**config.mk**
```make
export PLATFORM = sky130hd
export DESIGN_NAME = chunked_add_sub
export DESIGN_NICKNAME = d
export VERILOG_FILES = /design/src/rtl/arith_pkg.sv /design/src/rtl/chunk_adder.sv /design/src/rtl/chunked_add_sub.sv
export SDC_FILE = /design/constraint.sdc
export NUM_CORES = 1
export LEC_CHECK = 0
export ABC_AREA = 1
export CAP_MARGIN = 25
export CELL_PAD_IN_SITES_DETAIL_PLACEMENT = 0
export CELL_PAD_IN_SITES_GLOBAL_PLACEMENT = 1
export CORE_ASPECT_RATIO = 1.4
export CORE_MARGIN = 1.5
export CORE_UTILIZATION = 36
export CTS_CLUSTER_DIAMETER = 120
export DETAILED_ROUTE_END_ITERATION = 16
export HOLD_SLACK_MARGIN = 0.12
export MAX_ROUTING_LAYER = met4
export PLACE_DENSITY_LB_ADDON = 0.1
export SLEW_MARGIN = 0
export SYNTH_ARGS = -nofsm -noshare
export SYNTH_HDL_FRONTEND = slang
export SYNTH_SLANG_ARGS = --single-unit
```
**constraint.sdc**
```tcl
create_clock -name clk -period 5.7 [get_ports clk]
set_clock_uncertainty 0.15 [all_clocks]
set_input_delay 1.425 -clock clk [delete_from_list [all_inputs] [get_ports clk]]
set_output_delay 1.425 -clock clk [all_outputs]
set_load 0.02 [all_outputs]
```
**src/rtl/arith_pkg.sv**
```systemverilog
`default_nettype none
// +----------------------------------------------------------------------+
// | Package     : arith_pkg                                              |
// | Description : Shared types and elaboration helpers for the chunked   |
// |               adder/subtractor datapath.                             |
// | Revision    : 1.0 - initial release                                  |
// +----------------------------------------------------------------------+
package arith_pkg;

  // Controller states of the multi-cycle adder.
  typedef enum logic [0:0] {
    IDLE = 1'b0,
    RUN  = 1'b1
  } state_t;

  // Ceiling log2; returns 0 for values of 0 or 1.
  function automatic int clog2(input int value);
    int r;
    r = 0;
    while ((1 << r) < value) begin
      r = r + 1;
    end
    return r;
  endfunction

  // Number of chunks an operand splits into; guards against a zero chunk.
  function automatic int nchunk(input int width, input int chunk);
    return (chunk > 0) ? (width / chunk) : 1;
  endfunction

  // Width of a counter able to index every chunk, never narrower than 1 bit.
  function automatic int idx_width(input int n);
    return (n > 1) ? clog2(n) : 1;
  endfunction

endpackage : arith_pkg
`default_nettype wire

```
**src/rtl/chunk_adder.sv**
```systemverilog
`default_nettype none
// +----------------------------------------------------------------------+
// | Module      : chunk_adder                                            |
// | Description : Combinational CHUNK-bit ripple adder built from 1-bit  |
// |               full-adder cells. Exposes the carry into the top bit   |
// |               so the caller can form signed overflow.                |
// | Revision    : 1.0 - initial release                                  |
// +----------------------------------------------------------------------+
module chunk_adder #(
  parameter int CHUNK = 8
) (
  input  logic [CHUNK-1:0] x,
  input  logic [CHUNK-1:0] y,
  input  logic             ci,
  output logic [CHUNK-1:0] sum,
  output logic             co,
  output logic             c_msb
);

  // w_c[i] is the carry into bit i; w_c[CHUNK] is the chunk carry-out.
  logic [CHUNK:0] w_c;

  assign w_c[0] = ci;

  generate
    for (genvar i = 0; i < CHUNK; i++) begin : g_fa_cell
      assign sum[i]   = x[i] ^ y[i] ^ w_c[i];
      assign w_c[i+1] = (x[i] & y[i]) | (w_c[i] & (x[i] ^ y[i]));
    end
  endgenerate

  assign co    = w_c[CHUNK];
  assign c_msb = w_c[CHUNK-1];

endmodule : chunk_adder
`default_nettype wire

```
**src/rtl/chunked_add_sub.sv**
```systemverilog
`default_nettype none
// +----------------------------------------------------------------------+
// | Module      : chunked_add_sub                                        |
// | Description : Multi-cycle WIDTH-bit adder/subtractor that processes  |
// |               CHUNK bits per clock with a registered carry between   |
// |               chunks. Framed by a start/busy/done handshake.         |
// | Revision    : 1.0 - initial release                                  |
// +----------------------------------------------------------------------+
module chunked_add_sub
  import arith_pkg::*;
#(
  parameter int WIDTH = 32,
  parameter int CHUNK = 8
) (
  input  logic             clk,
  input  logic             rst,
  input  logic             start,
  input  logic             sub,
  input  logic [WIDTH-1:0] a,
  input  logic [WIDTH-1:0] b,
  input  logic             cin,
  output logic             busy,
  output logic             done,
  output logic [WIDTH-1:0] s,
  output logic             cy,
  output logic             ovf
);

  localparam int c_NCHUNK = nchunk(WIDTH, CHUNK);
  localparam int c_IDX_W  = idx_width(c_NCHUNK);
  localparam logic [c_IDX_W-1:0] c_LAST = c_IDX_W'(c_NCHUNK - 1);

  // Reject parameter sets that would leave a partial chunk.
  generate
    if ((CHUNK < 1) || (CHUNK > WIDTH) || ((WIDTH % CHUNK) != 0)) begin : g_bad_params
      $error("chunked_add_sub: WIDTH must be a positive multiple of CHUNK");
    end
  endgenerate

  state_t             r_state;
  state_t             w_state_next;
  logic [WIDTH-1:0]   r_a;
  logic [WIDTH-1:0]   r_b;
  logic               r_sub;
  logic               r_carry;
  logic [c_IDX_W-1:0] r_idx;
  logic [WIDTH-1:0]   r_s;
  logic               r_cy;
  logic               r_ovf;
  logic               r_done;

  logic               w_load;
  logic [c_IDX_W-1:0] w_idx_next;
  logic               w_carry_next;
  logic [WIDTH-1:0]   w_s_next;
  logic               w_cy_next;
  logic               w_ovf_next;
  logic               w_done_next;

  logic [CHUNK-1:0]   w_x;
  logic [CHUNK-1:0]   w_y;
  logic [CHUNK-1:0]   w_sum;
  logic               w_co;
  logic               w_c_msb;

  // Select the current chunk; subtraction inverts B here so the stored operand stays raw.
  always_comb begin
    w_x = r_a[r_idx*CHUNK +: CHUNK];
    w_y = r_b[r_idx*CHUNK +: CHUNK] ^ {CHUNK{r_sub}};
  end

  chunk_adder #(
    .CHUNK (CHUNK)
  ) u_chunk_adder (
    .x     (w_x),
    .y     (w_y),
    .ci    (r_carry),
    .sum   (w_sum),
    .co    (w_co),
    .c_msb (w_c_msb)
  );

  // State register.
  always_ff @(posedge clk) begin
    if (rst) begin
      r_state <= IDLE;
    end else begin
      r_state <= w_state_next;
    end
  end

  // Next-state and datapath update decisions; everything defaults to hold.
  always_comb begin
    w_state_next = r_state;
    w_load       = 1'b0;
    w_idx_next   = r_idx;
    w_carry_next = r_carry;
    w_s_next     = r_s;
    w_cy_next    = r_cy;
    w_ovf_next   = r_ovf;
    w_done_next  = 1'b0;
    case (r_state)
      IDLE: begin
        if (start) begin
          w_load       = 1'b1;
          w_state_next = RUN;
          w_idx_next   = '0;
          // Borrow-in is the inverted carry-in when subtracting.
          w_carry_next = cin ^ sub;
          w_s_next     = '0;
        end
      end
      RUN: begin
        w_s_next[r_idx*CHUNK +: CHUNK] = w_sum;
        w_carry_next = w_co;
        if (r_idx == c_LAST) begin
          // The last chunk holds bit WIDTH-1, so its carries define cy and ovf.
          w_cy_next    = w_co;
          w_ovf_next   = w_c_msb ^ w_co;
          w_done_next  = 1'b1;
          w_state_next = IDLE;
        end else begin
          w_idx_next = r_idx + 1'b1;
        end
      end
      default: begin
        w_state_next = IDLE;
      end
    endcase
  end

  // Operand, carry, index and result registers.
  always_ff @(posedge clk) begin
    if (rst) begin
      r_a     <= '0;
      r_b     <= '0;
      r_sub   <= 1'b0;
      r_carry <= 1'b0;
      r_idx   <= '0;
      r_s     <= '0;
      r_cy    <= 1'b0;
      r_ovf   <= 1'b0;
      r_done  <= 1'b0;
    end else begin
      if (w_load) begin
        r_a   <= a;
        r_b   <= b;
        r_sub <= sub;
      end
      r_carry <= w_carry_next;
      r_idx   <= w_idx_next;
      r_s     <= w_s_next;
      r_cy    <= w_cy_next;
      r_ovf   <= w_ovf_next;
      r_done  <= w_done_next;
    end
  end

  assign busy = (r_state == RUN);
  assign done = r_done;
  assign s    = r_s;
  assign cy   = r_cy;
  assign ovf  = r_ovf;

endmodule : chunked_add_sub
`default_nettype wire

```
==> results.toml, run 1 <==
[critical_path]
crit_path_end_kind = "flop"
path_buf_inv = 3
path_cells = "inv_2 > nand2_1 > nand3_1 > nand3_1 > nand2_1 > fa_1 > fa_1 > fa_1 > fa_1 > fa_1 > inv_1 > fa_1 > fa_1 > fa_1 > inv_1 > nand2_1 > nor2_1 > nand2_1 > a21oi_1"
slowest_delay_ps = 690
cp_top_family = "adder cells"
reg2reg_from = "r_idx[0]$_SDFFE_PP0P_"
crit_slowest_cell = "dfxtp_1"
worstReg2RegEnd = "s[15]$_SDFFE_PP0P_"
cp.required_ps = 5820
reg2reg_depth = 19
rrSetupSlack_ps = 690
worstPathMaxFanout = 26
cp.arrival_ps = 5130
cp_common_cell = "fa_1"
critPathLaunchType = "flop"
critPathKind = "reg2reg"

[route]
dr.pass1.iters = 4
drtIter0Drc = 148
ant_nets = 0
vias = 4382
routedWlPerCell_um = 14.8
wirelength_um = 13100
vias_per_cell = 4.92
drc = 0

[synthesis]
syn_avg_cell_area_um2 = 7.29
yosysTopAreaCell = "dfxtp_1"
ys_seq_area_share_pct = 43.7
yosys_warnings = 0
synth_cells = 654
synth.area.top_cells = "dfxtp_1 44%, nor2_1 12%, nand3_1 8.6%"
synth_area_um2 = 4770
yosysUniqueCellTypes = 26
ys_ff_latch = 104
syn_nets = 735
synthDominantCellAreaShare_pct = 43.7

[min_path]
hold_depth = 2
worstHoldStart = "s[1]$_SDFFE_PP0P_"
hold_class = "reg2reg"
whs_endpoint = "s[1]$_SDFFE_PP0P_"

[flow_run]
drv_cap = 0

[floorplan]
die_w_um = 100
die_h_um = 139
dieArea_um2 = 14000
num_rows = 49
initial_core_util_pct = 37.0
pin_count = 105
core_um2 = 12900

[clocking]
numClockSinks = 104
cts_tree = "done"
htreeDepth = 3
cts_hold_buffers = 0
worstSkewPairLatency_ps = 350
postCtsSetupBuffers = 0
clkTransAtPathRegs_ps = 70
cts_inserted_buffers = 9
cts_root_buf = "clkbuf_16"
post_cts_resized = 0
clockBufferDepth = 2

[final_layout]
fill_cells = 1376
drive_gt1_share_pct = 4.75
n_antenna_cell = 0
area_growth_pct = 26.8
fin_util_pct = 47.0
layout.nets = 813

[grt]
grt_max_degree = 66
first_global_vias = 4136
grt_pass1_wl_um = 21100
overflow = 0
antenna_found_initial = 0
grt_usage_pct = 19.9

[timing]
rsz0062_at_grt = "false"
setup_violations = 0
final_hold_viol_count = 0
min_period_over_period_pct = 87.8
holdWs_ps = 334
slew_headroom_pct = 55.0
slew_viol_final = 0
fmax_ghz = 0.200
period_minus_slack_ps = 5010
worstMarginPinSlew_ps = 673
fin_tns_setup_ps = 0

[placement]
gp_congestion = 0.815
place.port_buffers = 104
dp_hpwl_um = 9860

[power]
p_per_area_nw_per_um2 = 298
power_switching_w = 0.000516
p_comb_share_pct = 19.2
p_leak_nw = 2.34
power_w = 0.00180
pwr-share-seq_pct = 44.9
pwr-share-clk_pct = 35.9
p_sw_share_pct = 28.7
max-vdd-ir-drop_mv = 0.116
p_int_w = 0.00128

[outcome]
status = "completed"
layout by cell type (no fill, tap or decap), types with 3 or more instances in the layout:
cell type,Yosys,routed
a21oi_1,39,39
buf_4,4,8
clkbuf_16,0,9
clkdlybuf4s50_1,0,104
dfxtp_1,104,104
fa_1,8,8
ha_1,4,4
inv_1,16,16
inv_2,4,4
nand2_1,105,105
nand3_1,82,82
nor2_1,156,156
nor2_2,3,3
o21ai_0,70,70
o21ai_1,6,6
o22ai_1,5,5
final cells by class:
cell class	instances	area [um2]	area share, %
Clock buffer	11	253	4.18
Tap cell	153	191	3.17
Clock inverter	5	63.8	1.06
Sequential cell	104	2080	34.4
Inverter	22	85.1	1.41
Timing Repair Buffer	112	1100	18.2
Multi-Input combinational cell	483	2270	37.6
state kept, by name, summed over array words and instances, names as in the netlist:
signal and flops:
s 32, r_idx 2, done 1, cy 1, r_b 32, r_carry 1
busy 1, r_sub 1, r_a 32, ovf 1
cells by family (layout without fill, tap and decap cells):
group,Yosys count,count (layout),synth area share (%)
fa+ha+maj,12,12,4.41
compound gates,121,121,12.9
buf+inv,67,150,8.74
flops,104,104,43.7
xor+xnor,1,1,0.184
simple gates,349,349,30.1
stage by stage:
step | setup WS [ps] | cells | cell area [um2]
after floorplan | 1380 | 654 | 4770
after global placement | 852 | 874 | 5730
after detailed placement | 697 | 874 | 5730
after CTS | 675 | 890 | 6050
after global routing | 305 | 890 | 6050
final | 694 | 890 | 6050
worst register-to-register path: cells and delay by family (launching register included):
family	cells	cell delay, ps
adders and majority gates	8	2790
DFF	1	690
and+or+nand+nor	7	660
buffers and inverters	3	510
AOI/OAI and AO/OA	1	130
cells in the mapped netlist:
cell type  count
nor2_1       156
nand2_1      105
dfxtp_1      104
nand3_1       82
o21ai_0       70
a21oi_1       39
buf_6         16
inv_1         16
buf_2         13
clkbuf_1      10
fa_1           8
o21ai_1        6
o22ai_1        5
buf_4          4
ha_1           4
inv_2          4
nor2_2         3
buf_1          1
buf_8          1
clkinv_1       1
inv_4          1
nand2_2        1
nand2_4        1
nor2_4         1
o31ai_1        1
xnor2_1        1
worst max-delay path by stage:
stage                                from                  to  depth (start not counted)
finish              r_idx[0]$_SDFFE_PP0P_  s[15]$_SDFFE_PP0P_                         19
global route        r_idx[0]$_SDFFE_PP0P_  s[31]$_SDFFE_PP0P_                         19
floorplan           r_idx[0]$_SDFFE_PP0P_  s[15]$_SDFFE_PP0P_                         22
detailed placement  r_idx[0]$_SDFFE_PP0P_  s[15]$_SDFFE_PP0P_                         19
global placement    r_idx[0]$_SDFFE_PP0P_  s[31]$_SDFFE_PP0P_                         19
CTS                 r_idx[0]$_SDFFE_PP0P_  s[15]$_SDFFE_PP0P_                         19
power groups by stage:
| stage | clock [W] | combinational (W) | sequential [W] |
|---|---|---|---|
| floorplan | 0 | 0.000236 | 0.000815 |
| global placement | 0 | 0.000345 | 0.000826 |
| detailed placement | 0 | 0.000351 | 0.000827 |
| CTS | 0.000663 | 0.000352 | 0.000810 |
| global route | 0.000688 | 0.000392 | 0.000815 |
| finish | 0.000646 | 0.000345 | 0.000809 |
routing by layer:
metal	share of wire, %	up-vias	GRT usage (%)
met5	0	-	-
met4	1.3	0	5.41
met3	2.5	14	2.47
met2	52	71	35.3
met1	44	2014	23.3
li1	-	2283	-
No activity file was read; power rests on OpenSTA's default activity.
==> run 2: changes to the inputs <==
Settings changed: CORE_UTILIZATION 36 to 35, SETUP_SLACK_MARGIN set to 0.5.
==> results.toml, run 2 (synthesized netlist as in run 1, its figures left out) <==
[outcome]
status = "completed"

[route]
drtIter0Drc = 136
vias_per_cell = 4.79
dr.pass1.iters = 5
drc = 0
ant_nets = 0
vias = 4399
routedWlPerCell_um = 13.8
wl_met1_um = 5310
wirelength_um = 12700
wl_met3_um = 476
wl_met2_um = 6640
routed.top_layer = "met4"

[min_path]
whs_endpoint = "s[12]$_SDFFE_PP0P_"
hold_depth = 2
hold_class = "reg2reg"
worstHoldStart = "s[12]$_SDFFE_PP0P_"

[flow_run]
drv_cap = 0

[floorplan]
die_w_um = 102
dieArea_um2 = 14300
pin_count = 105
core_um2 = 13300
num_rows = 50
die_h_um = 141
initial_core_util_pct = 35.8

[clocking]
postCtsSetupBuffers = 0
htreeDepth = 3
post_cts_resized = 0
worstSkewPairLatency_ps = 340
cts_inserted_buffers = 9
cts_tree = "done"
clkTransAtPathRegs_ps = 70
cts_root_buf = "clkbuf_16"
cts_hold_buffers = 0
numClockSinks = 104
clockBufferDepth = 2

[final_layout]
fin_util_pct = 45.8
fill_cells = 1448
drive_gt1_share_pct = 4.62
layout.cells.most_common = "nor2_1"
layout.nets = 812
area_growth_pct = 28.1
n_antenna_cell = 0
mostFrequentLayoutCells = "156 x nor2_1, 105 x nand2_1, 104 x dfxtp_1, 104 x clkdlybuf4s50_1, 82 x nand3_1"

[grt]
antenna_found_initial = 0
first_global_vias = 4347
grt_max_degree = 68
grt_pass1_wl_um = 21100
grt_usage_pct = 19.3
overflow = 0

[critical_path]
rrSetupSlack_ps = 1050
critPathKind = "reg2reg"
reg2reg_from = "r_idx[1]$_SDFFE_PP0P_"
crit_path_end_kind = "flop"
worstPathMaxFanout = 20
reg2reg_depth = 19
cp.required_ps = 5820
critPathLaunchType = "flop"
cp.arrival_ps = 4770
worstReg2RegEnd = "s[15]$_SDFFE_PP0P_"

[timing]
final_hold_viol_count = 0
rsz0062_at_grt = "false"
fmax_ghz = 0.215
slew_headroom_pct = 62.4
setup_violations = 0
slew_viol_final = 0
holdWs_ps = 333
period_minus_slack_ps = 4650
worstMarginPinSlew_ps = 564
min_period_over_period_pct = 81.5
fin_tns_setup_ps = 0

[power]
p_leak_nw = 2.35
p_per_area_nw_per_um2 = 305
max-vdd-ir-drop_mv = 0.137

[placement]
gp_congestion = 0.847
dp_hpwl_um = 9600
place.port_buffers = 104
## run 2: area by class of cell
type,count,area [um2],share of cell area (%)
inverters,22,85.1,1.39
repair buffers,111,1090,17.9
multi-input cells,483,2270,37.2
well taps,182,228,3.73
clock buffers,9,225,3.69
flip-flops and latches,104,2080,34.1
clock inverters,7,125,2.05
## run 2: where the power goes
part           internal, W  switching [W]  leakage, nW
clock             0.000434       0.000281        0.171
sequential        0.000773      0.0000320        0.854
combinational     0.000142       0.000204         1.33
## run 2: metrics by stage
| stage | setup slack [ps] | power, W | instances | cell area, um2 |
|---|---|---|---|---|
| 2_1_floorplan | 1380 | 0.00105 | 654 | 4770 |
| 6_report | 1050 | 0.00187 | 918 | 6110 |
| 4_1_cts | 1050 | 0.00188 | 918 | 6110 |
| 3_3_place_gp | 1170 | 0.00116 | 902 | 5760 |
| 3_5_place_dp | 1070 | 0.00117 | 902 | 5760 |
| 5_1_grt | 710 | 0.00196 | 918 | 6110 |
## run 2: worst max path at each step
| stage | start | end | cells past startpoint |
|---|---|---|---|
| 2_1_floorplan | r_idx[0]$_SDFFE_PP0P_ | s[15]$_SDFFE_PP0P_ | 22 |
| 3_3_place_gp | r_idx[1]$_SDFFE_PP0P_ | s[31]$_SDFFE_PP0P_ | 19 |
| 3_5_place_dp | r_idx[1]$_SDFFE_PP0P_ | s[15]$_SDFFE_PP0P_ | 19 |
| 4_1_cts | r_idx[1]$_SDFFE_PP0P_ | s[15]$_SDFFE_PP0P_ | 19 |
| 5_1_grt | r_idx[0]$_SDFFE_PP0P_ | s[31]$_SDFFE_PP0P_ | 20 |
| 6_report | r_idx[1]$_SDFFE_PP0P_ | s[15]$_SDFFE_PP0P_ | 19 |
## run 2: per-layer routing
metal | GRT usage (%) | vias to the layer above
li1 | - | 2283
met1 | 22.3 | 1983
met2 | 33.6 | 111
met3 | 2.97 | 22
met4 | 6.58 | 0
met5 | - | -
## run 2: critical path: stages, from the launching register on
cell	delay, ps
dfxtp_1	300
buf_4	190
inv_2	260
nand3_1	140
nand3_1	100
nand2_1	80
fa_1	380
fa_1	410
fa_1	410
fa_1	400
fa_1	370
inv_1	80
fa_1	190
fa_1	220
fa_1	440
inv_1	90
nand2_1	50
nor2_1	120
nand2_1	60
a21oi_1	120
==> run 3: changes to the inputs <==
Settings changed: CORE_UTILIZATION 35 to 33.
Clock period 5.7 ns to 4.2 ns, I/O delays scaled along.
==> results.toml, run 3 (synthesized netlist as in run 1, its figures left out) <==
[route]
vias = 4429
ant_nets = 0
vias_per_cell = 4.74
wirelength_um = 13300
dr.pass1.iters = 4
routedWlPerCell_um = 14.2
drtIter0Drc = 144
drc = 0

[timing]
rsz0062_at_grt = "true"
fmax_ghz = 0.245
worstMarginPinSlew_ps = 646
holdWs_ps = 333
setup_slack_ps = 113
final_hold_viol_count = 0
slew_headroom_pct = 56.9
period_minus_slack_ps = 4090
setup_violations = 0
slew_viol_final = 0
min_period_over_period_pct = 97.3

[critical_path]
rrSetupSlack_ps = 110
worstReg2RegEnd = "s[31]$_SDFFE_PP0P_"
worstPathMaxFanout = 7
critPathLaunchType = "flop"
critPathKind = "reg2reg"
reg2reg_depth = 20
crit_path_end_kind = "flop"
reg2reg_from = "r_idx[0]$_SDFFE_PP0P_"
cp.required_ps = 4320
cp.arrival_ps = 4210

[final_layout]
n_antenna_cell = 0
drive_gt1_share_pct = 10.4
fin_cells = 934
mostFrequentLayoutCells = "155 x nor2_1, 104 x clkdlybuf4s50_1, 102 x dfxtp_1"
postLayoutCellArea_um2 = 6280
layout.cells.most_common = "nor2_1"
area_growth_pct = 31.7
layout.nets = 825

[grt]
first_global_vias = 4254
grt_max_degree = 68
overflow = 0
grt_usage_pct = 18.3
antenna_found_initial = 0
grt_pass1_wl_um = 21600

[min_path]
whs_endpoint = "r_b[18]$_SDFFE_PP0P_"
worstHoldStart = "r_b[18]$_SDFFE_PP0P_"
hold_class = "reg2reg"
hold_depth = 2

[floorplan]
core_um2 = 14000
die_w_um = 105
num_rows = 51
pin_count = 105
initial_core_util_pct = 34.0
dieArea_um2 = 15200
die_h_um = 145

[clocking]
cts_inserted_buffers = 9
cts_tree = "done"
cts_root_buf = "clkbuf_16"
clockBufferDepth = 2
numClockSinks = 104
worstSkewPairLatency_ps = 340
htreeDepth = 3
clkTransAtPathRegs_ps = 70

[placement]
postPlaceCellArea_um2 = 5850
post-place-ws_ps = 83.1
dp_cells = 913
gp_congestion = 0.821
place.port_buffers = 104
dp_hpwl_um = 9830

[power]
p_per_area_nw_per_um2 = 395
max-vdd-ir-drop_mv = 0.167
p_leak_nw = 2.41

[flow_run]
drv_cap = 0

[outcome]
status = "completed"
==> run 3: cell count changes in the layout (fill, tap and decap cells not counted), moves of 3 or more <==
cell / before / now
buf_4: 7 / 18
clkinv_2: 0 / 3
fa_1: 8 / 0
fa_2: 0 / 8
inv_1: 16 / 12
inv_2: 4 / 7
nand2_1: 105 / 100
nand2_2: 1 / 4
nand3_1: 82 / 77
nand3_2: 0 / 5
o21ai_0: 70 / 67
==> run 3: worst max-delay path by stage <==
stage	from	to	slack (ps)	cells past startpoint
after detailed placement	r_idx[0]$_SDFFE_PP0P_	s[31]$_SDFFE_PP0P_	80	19
after CTS	r_idx[0]$_SDFFE_PP0P_	s[15]$_SDFFE_PP0P_	160	20
after global routing	r_idx[0]$_SDFFE_PP0P_	s[15]$_SDFFE_PP0P_	-50	20
after global placement	r_idx[0]$_SDFFE_PP0P_	s[15]$_SDFFE_PP0P_	140	19
after floorplan	r_idx[0]$_SDFFE_PP0P_	s[15]$_SDFFE_PP0P_	130	22
final	r_idx[0]$_SDFFE_PP0P_	s[31]$_SDFFE_PP0P_	110	20
==> run 3: final cells by class <==
type | count | area, um2
fillers | 1499 | 7760
clock inverters | 6 | 65.1
repair buffers | 124 | 1200
multi-input cells | 483 | 2360
inverters | 22 | 93.8
flip-flops and latches | 104 | 2090
clock buffers | 10 | 239
well taps | 185 | 231
==> run 3: per-stage QoR <==
| step | power (W) | setup TNS, ps | utilization, % |
|---|---|---|---|
| 6_report | 0.00248 | 0 | 44.7 |
| 5_1_grt | 0.00261 | -84.7 | 44.7 |
| 4_1_cts | 0.00248 | 0 | 44.3 |
| 3_5_place_dp | 0.00161 | 0 | 41.6 |
| 3_3_place_gp | 0.00161 | 0 | 41.6 |
| 2_1_floorplan | 0.00144 | 0 | - |
==> run 3: routing by layer <==
metal  wire [um]  GRT usage [%]  up-vias
met5           0              -        -
met4         269           6.92        0
met3         452           1.71       15
met2        6900           32.7      113
met1        5640           20.9     1992
li1            -              -     2309
==> run 3: repair_timing <==
action | 4_1_cts | 5_1_grt
pin swaps | 4 | 7
gates resized for setup | 14 | 15
hold buffers | 0 | 0
endpoints found under the setup margin | 12 | 15
setup buffers | 3 | 2
==> run 3: worst max-delay path, stage by stage, from the launching register on <==
cell	delay (ps)
dfxtp_4	390
inv_8	100
nand2_4	50
nand3_2	70
nand2_1	50
nand2_1	50
nand2_1	60
fa_2	350
fa_2	350
fa_2	350
fa_2	350
fa_2	340
inv_2	60
fa_2	180
fa_2	210
fa_2	460
inv_2	80
nand2_2	60
nor2_2	90
nand2_1	60
a21oi_1	140
==> run 3: report_power, final <==
group          total [W]  leakage, nW  switching (W)  internal (W)
clock           0.000854        0.149       0.000374      0.000481
combinational   0.000528         1.40       0.000295      0.000233
sequential       0.00110        0.855      0.0000465       0.00105
